===== config.mk =====
export PLATFORM = sky130hd
export DESIGN_NAME = div_issue_ctrl
export DESIGN_NICKNAME = d
export VERILOG_FILES = /design/src/rtl/div_issue_ctrl_pkg.sv /design/src/rtl/div_watchdog.sv /design/src/rtl/div_issue_ctrl.sv
export SDC_FILE = /design/constraint.sdc
export NUM_CORES = 1
export LEC_CHECK = 0
export BUFFER_PORTS_ARGS = -buffer_cell sky130_fd_sc_hd__buf_2
export CAP_MARGIN = 20
export CORE_MARGIN = 3
export CORE_UTILIZATION = 51
export CTS_CLUSTER_SIZE = 28
export DETAILED_ROUTE_END_ITERATION = 8
export HOLD_SLACK_MARGIN = 0.12
export PLACE_DENSITY = 0.85
export SYNTH_ARGS = -nofsm -noshare
export SYNTH_HDL_FRONTEND = slang
export SYNTH_SLANG_ARGS = --single-unit

===== constraint.sdc =====
create_clock -name clk -period 4.3 [get_ports clk]
set_clock_uncertainty 0.05 [all_clocks]
set_input_delay 0.86 -clock clk [delete_from_list [all_inputs] [get_ports clk]]
set_output_delay 0.86 -clock clk [all_outputs]
set_load 0.02 [all_outputs]

===== src/rtl/div_issue_ctrl_pkg.sv =====
// Shared constants and FSM encoding for the divider issue controller.
package div_issue_ctrl_pkg;

  localparam logic [7:0]  EXE_DIV_OP  = 8'b0001_1010;
  localparam logic [7:0]  EXE_DIVU_OP = 8'b0001_1011;
  localparam logic [31:0] DZ_QUOTIENT = 32'hFFFF_FFFF;

  typedef enum logic [1:0] {
    StIdle = 2'd0,
    StBusy = 2'd1,
    StDone = 2'd2
  } state_e;

endpackage


===== src/rtl/div_watchdog.sv =====
// BUSY-cycle counter; flags the MAX_CYCLES-th consecutive enabled cycle.
module div_watchdog #(
  parameter int unsigned MAX_CYCLES = 48
) (
  input  logic clk,
  input  logic sclr,
  input  logic i_clr,
  input  logic i_en,
  output logic o_timeout
);

  localparam int unsigned CntW = $clog2(MAX_CYCLES + 1);

  logic [CntW-1:0] r_cnt;

  // r_cnt holds the number of enabled cycles already completed
  always_ff @(posedge clk) begin
    if (sclr || i_clr) begin
      r_cnt <= '0;
    end else if (i_en && (r_cnt != CntW'(MAX_CYCLES))) begin
      r_cnt <= r_cnt + 1'b1;
    end
  end

  assign o_timeout = i_en && (r_cnt == CntW'(MAX_CYCLES - 1));

endmodule


===== src/rtl/div_issue_ctrl.sv =====
// EX-stage initiator for the multi-cycle divider: stalls, launches the DU, delivers HI/LO once.
module div_issue_ctrl
  import div_issue_ctrl_pkg::*;
#(
  parameter int unsigned MAX_CYCLES = 48,
  parameter int unsigned OP_W       = 8
) (
  input  logic            clk,
  input  logic            sclr,
  input  logic            req_valid,
  input  logic [OP_W-1:0] req_op,
  input  logic [31:0]     req_a,
  input  logic [31:0]     req_b,
  input  logic            flush,
  input  logic            pipe_hold,
  output logic            stall,
  output logic            hilo_we,
  output logic [31:0]     hi_o,
  output logic [31:0]     lo_o,
  output logic            div_zero,
  output logic            timeout_err,
  output logic [OP_W-1:0] du_op,
  output logic [31:0]     du_a,
  output logic [31:0]     du_b,
  output logic            du_clr,
  input  logic            du_ok,
  input  logic [63:0]     du_p
);

  localparam logic [OP_W-1:0] LpDivOp  = OP_W'(EXE_DIV_OP);
  localparam logic [OP_W-1:0] LpDivuOp = OP_W'(EXE_DIVU_OP);

  state_e          r_state, w_state_d;
  logic            r_first;
  logic            r_we_pend;
  logic            r_du_clr;
  logic            r_timeout;
  logic            r_dz;
  logic [OP_W-1:0] r_du_op;
  logic [31:0]     r_du_a, r_du_b, r_hi, r_lo;

  logic w_div_req, w_b_zero, w_ok, w_wd_hit;
  logic w_launch, w_dz, w_capture, w_abort, w_to;

  assign w_div_req = req_valid && ((req_op == LpDivOp) || (req_op == LpDivuOp)) && !flush;
  assign w_b_zero  = (req_b == 32'd0);
  // du_ok may still be asserted from the previous op during the launch cycle
  assign w_ok      = du_ok && !r_first;

  div_watchdog #(
    .MAX_CYCLES(MAX_CYCLES)
  ) u_watchdog (
    .clk      (clk),
    .sclr     (sclr),
    .i_clr    (r_state != StBusy),
    .i_en     (r_state == StBusy),
    .o_timeout(w_wd_hit)
  );

  always_comb begin
    w_state_d = r_state;
    w_launch  = 1'b0;
    w_dz      = 1'b0;
    w_capture = 1'b0;
    w_abort   = 1'b0;
    w_to      = 1'b0;
    unique case (r_state)
      StIdle: begin
        if (w_div_req) begin
          if (w_b_zero) begin
            w_dz      = 1'b1;
            w_state_d = StDone;
          end else begin
            w_launch  = 1'b1;
            w_state_d = StBusy;
          end
        end
      end
      StBusy: begin
        if (flush) begin
          w_abort   = 1'b1;
          w_state_d = StIdle;
        end else if (w_ok) begin
          w_capture = 1'b1;
          w_state_d = StDone;
        end else if (w_wd_hit) begin
          w_to      = 1'b1;
          w_state_d = StDone;
        end
      end
      StDone: begin
        if (!pipe_hold) begin
          w_state_d = StIdle;
        end
      end
      default: w_state_d = StIdle;
    endcase
  end

  always_ff @(posedge clk) begin
    if (sclr) begin
      r_state   <= StIdle;
      r_first   <= 1'b0;
      r_we_pend <= 1'b0;
      r_du_clr  <= 1'b0;
      r_timeout <= 1'b0;
      r_dz      <= 1'b0;
      r_du_op   <= '0;
      r_du_a    <= '0;
      r_du_b    <= '0;
      r_hi      <= '0;
      r_lo      <= '0;
    end else begin
      r_state   <= w_state_d;
      r_first   <= w_launch;
      r_du_op   <= w_launch ? req_op : '0;
      r_du_clr  <= w_abort || w_to;
      r_we_pend <= w_dz || w_capture;
      if (w_launch) begin
        r_du_a <= req_a;
        r_du_b <= req_b;
      end
      if (w_dz) begin
        r_hi <= req_a;
        r_lo <= DZ_QUOTIENT;
        r_dz <= 1'b1;
      end else if (w_capture) begin
        r_hi <= du_p[63:32];
        r_lo <= du_p[31:0];
        r_dz <= 1'b0;
      end
      if (w_to) begin
        r_timeout <= 1'b1;
      end
    end
  end

  assign stall       = ((r_state == StIdle) && w_div_req) || (r_state == StBusy);
  assign hilo_we     = (r_state == StDone) && r_we_pend && !flush;
  assign hi_o        = r_hi;
  assign lo_o        = r_lo;
  assign div_zero    = r_dz;
  assign timeout_err = r_timeout;
  assign du_op       = r_du_op;
  assign du_a        = r_du_a;
  assign du_b        = r_du_b;
  assign du_clr      = r_du_clr;

endmodule


==> impl_results.md <==
* Die width at 119.0 µm
* Initial DRC count at 422
* Maximum vdd drop at 0.2906 mV
* Uppermost layer routed: met4
* Share of the synthesized area in the top cell type at 45.77%
* GRT Resource Usage Total at 25.51%
* Dpl cells at 1098
* Drt pass-1 iters at 5
* Vias in the first global route at 5893
* RSZ-0062 raised after global routing: no
* Root Driver: clkbuf_16
* Share of cells above drive strength 1 at 37.08%
* CP startpoint kind: input pin
* Global-route wire length before repair at 29300 µm
* Final hold slack at 0.4132 ns
* Nets@finish at 1093
* WP data arrival at 3.41 ns
* Crit. End Element: flop
* Initial antenna violation count at 0
* CTS tree: built
* Dominant cell type by area after synthesis: dfxtp_1
* Clk pwr share at 45.4%
* Synth area leaders: dfxtp_1 (46%), nand2b_1 (13%), mux2i_1 (10%), nand2_1 (7.5%), a31oi_2 (5.4%)
* WL met2 at 9059 µm
* Pin count of the biggest net entering global routing at 94
* Synth Instances at 695
* Core area at 0.01226 mm²
* FF+latch count, synth at 149
* RePlAce Congestion at 0.8384
* Effective utilization at floorplan at 53.15%
* Hold path cells at 2
* Clock Tree Buf Depth at 2
* Fmax at 0.3188 GHz
* Sequential area share after synthesis at 45.77%
* Max-slew violations at 0
* Most frequent cells in the layout: buf_2 (281), dfxtp_1 (149), nand2b_1 (131)
* Final min period at 3.136 ns
* Via Count at 5982
* Clock Latency Late Sink at 0.41 ns
* Synthesis-to-finish area growth at 30.75%
* Max_cap viols at 0
* Clk sinks at 149
* DRT Wirelength at 18510 µm
* Clk pin slew, worst setup/hold paths at 0.06 ns
* Sw frac at 21.47%
* Ys async rst share at 0%
* Final hold vios at 0
* Die height at 119.0 µm
* Post-CTS resize count at 0
* Grt total ovfl at 0
* Pwr Density at 331.9 mW/mm²
* Num rows at 40
* Area taken by flip-flops and latches at 0.002983 mm²
* IO Count at 283
* Critical path fanouts, max at 38
* Final instance area at 0.008522 mm²
* Setup Fix Bufs, Post-CTS at 0
* Worst R2R Setup Slack at 2.03 ns
* Synth Cell Area at 0.006518 mm²
* Die Area at 0.01417 mm²
* Yosys warning count at 0
* Port Buffer Count at 282
* Fin cells at 1128
* Cell Area, Placed at 0.008019 mm²
* Run status: completed
* Worst r2r path cells at 5
* Routed len/inst at 16.41 µm
* Worst path required time at 4.57 ns
* Sw power at 0.0006073 W
* Int Pwr at 0.002221 W
* Worst Tran Pin Value at 0.8010 ns
* Antenna Nets Post-Route at 0
* Sequential share of power at 49.0%
* Crit share post-route at 72.94%
* Fill cells at 977
* Hold crit path type: flop to flop
* Mapped Avg Cell Area at 9.378 µm²
* Yosys cell types at 38
* Antenna diodes at 0
* Commonest non-fill, non-tap cell in the layout: buf_2
* Multi-input gate area at 0.003279 mm²
* Comb power frac at 5.6%
* DR DRC count at 0
* DPL Wire Length at 13050 µm
* Setup TNS at 0 ns
* Util after Layout at 69.50%
* Crit Path Class: input pin to flop
* Static Leak at 3.741 nW
* H-tree levels at 4
* Routed vias/inst at 5.303
* Met3 wire len at 1539 µm
* Wire length on met1 at 7370 µm
* CTS buffer count at 17
* EDFF count, synth at 0
* Main synth FF type: dfxtp_1
* Slew HR at 46.60%
* CTS Hold Bufs at 0
* Final setup vio count at 0
-- layer usage --
layer  vias to the layer above  global-route usage, %
met5                         -                      0
met4                         0                  10.28
met3                        44                  7.312
met2                       291                  42.99
met1                      2746                  30.54
li1                       2901                      -
-- layout make-up --
| cell class | count | share of cell area [%] |
|---|---|---|
| Clock buffer | 25 | 5.579 |
| Clock inverter | 5 | 0.3230 |
| Inverter | 2 | 0.08809 |
| Multi-Input combinational cell | 487 | 38.48 |
| Sequential cell | 149 | 35.00 |
| Tap cell | 168 | 2.467 |
| Timing Repair Buffer | 292 | 18.06 |
-- flip-flops by register name (all words and copies together), names as in the netlist, 2 cells and up --
| register | cells |
|---|---|
| r_state | 2 |
| lo_o | 32 |
| hi_o | 32 |
| du_op | 8 |
| du_a | 32 |
| u_watchdog.r_cnt | 6 |
| du_b | 32 |
-- final timing paths --
| kind | startpoint | endpoint |
|---|---|---|
| worst max register to register | r_state[0]$_SDFFE_PP0P_ | hi_o[26]$_SDFFE_PP0P_ |
| worst min-delay path | div_zero$_SDFFE_PP0P_ | div_zero$_SDFFE_PP0P_ |
| worst min register to register | div_zero$_SDFFE_PP0P_ | div_zero$_SDFFE_PP0P_ |
| worst max-delay path | req_b[8] | r_state[1]$_SDFFE_PP0P_ |
-- stage by stage --
stage	total power (W)	worst slack, ns
after floorplan	0.001480	1.828
after CTS	0.002848	1.223
final	0.002828	1.164
after global routing	0.002925	1.157
after global placement	0.001569	0.7642
after detailed placement	0.001571	0.8057
-- logic make-up after synthesis --
kind of cell	Yosys count	synth area share, %
xor+xnor	4	0.5376
compound gates	74	11.23
flops	149	45.77
mux	65	9.983
other cells	1	0.05754
buf+inv	62	4.319
simple gates	338	27.72
fa+ha+maj	2	0.3839
-- worst max-delay path: stages --
cell and delay (ns):
buf_2 0.10, nor4_1 0.52, nand4_2 0.16, buf_4 0.30, or3_2 0.87, buf_12 0.33, a311oi_1 0.22
-- power groups by stage --
stage,combinational (W),sequential [W],clock (W)
finish,0.000158,0.00138,0.00128
global route,0.000172,0.00138,0.00137
detailed placement,0.000156,0.00141,0
floorplan,0.0000615,0.00142,0
global placement,0.000155,0.00141,0
CTS,0.000157,0.00138,0.00131
-- Yosys cell counts, types with 2 or more instances --
master / n
a21oi_1: 2
a21oi_2: 2
a311oi_1: 33
a31oi_1: 6
a31oi_2: 28
buf_2: 9
buf_4: 2
buf_6: 4
clkbuf_1: 44
dfxtp_1: 149
ha_1: 2
inv_1: 2
mux2i_1: 65
nand2_1: 130
nand2b_1: 131
nand3b_1: 2
nand4_1: 4
nand4_2: 2
nor2_1: 15
nor2b_1: 2
nor3b_1: 3
nor4_1: 37
nor4_2: 3
o21ba_1: 2
xor2_1: 3
Note: power is estimated with default switching activity, not from simulation.
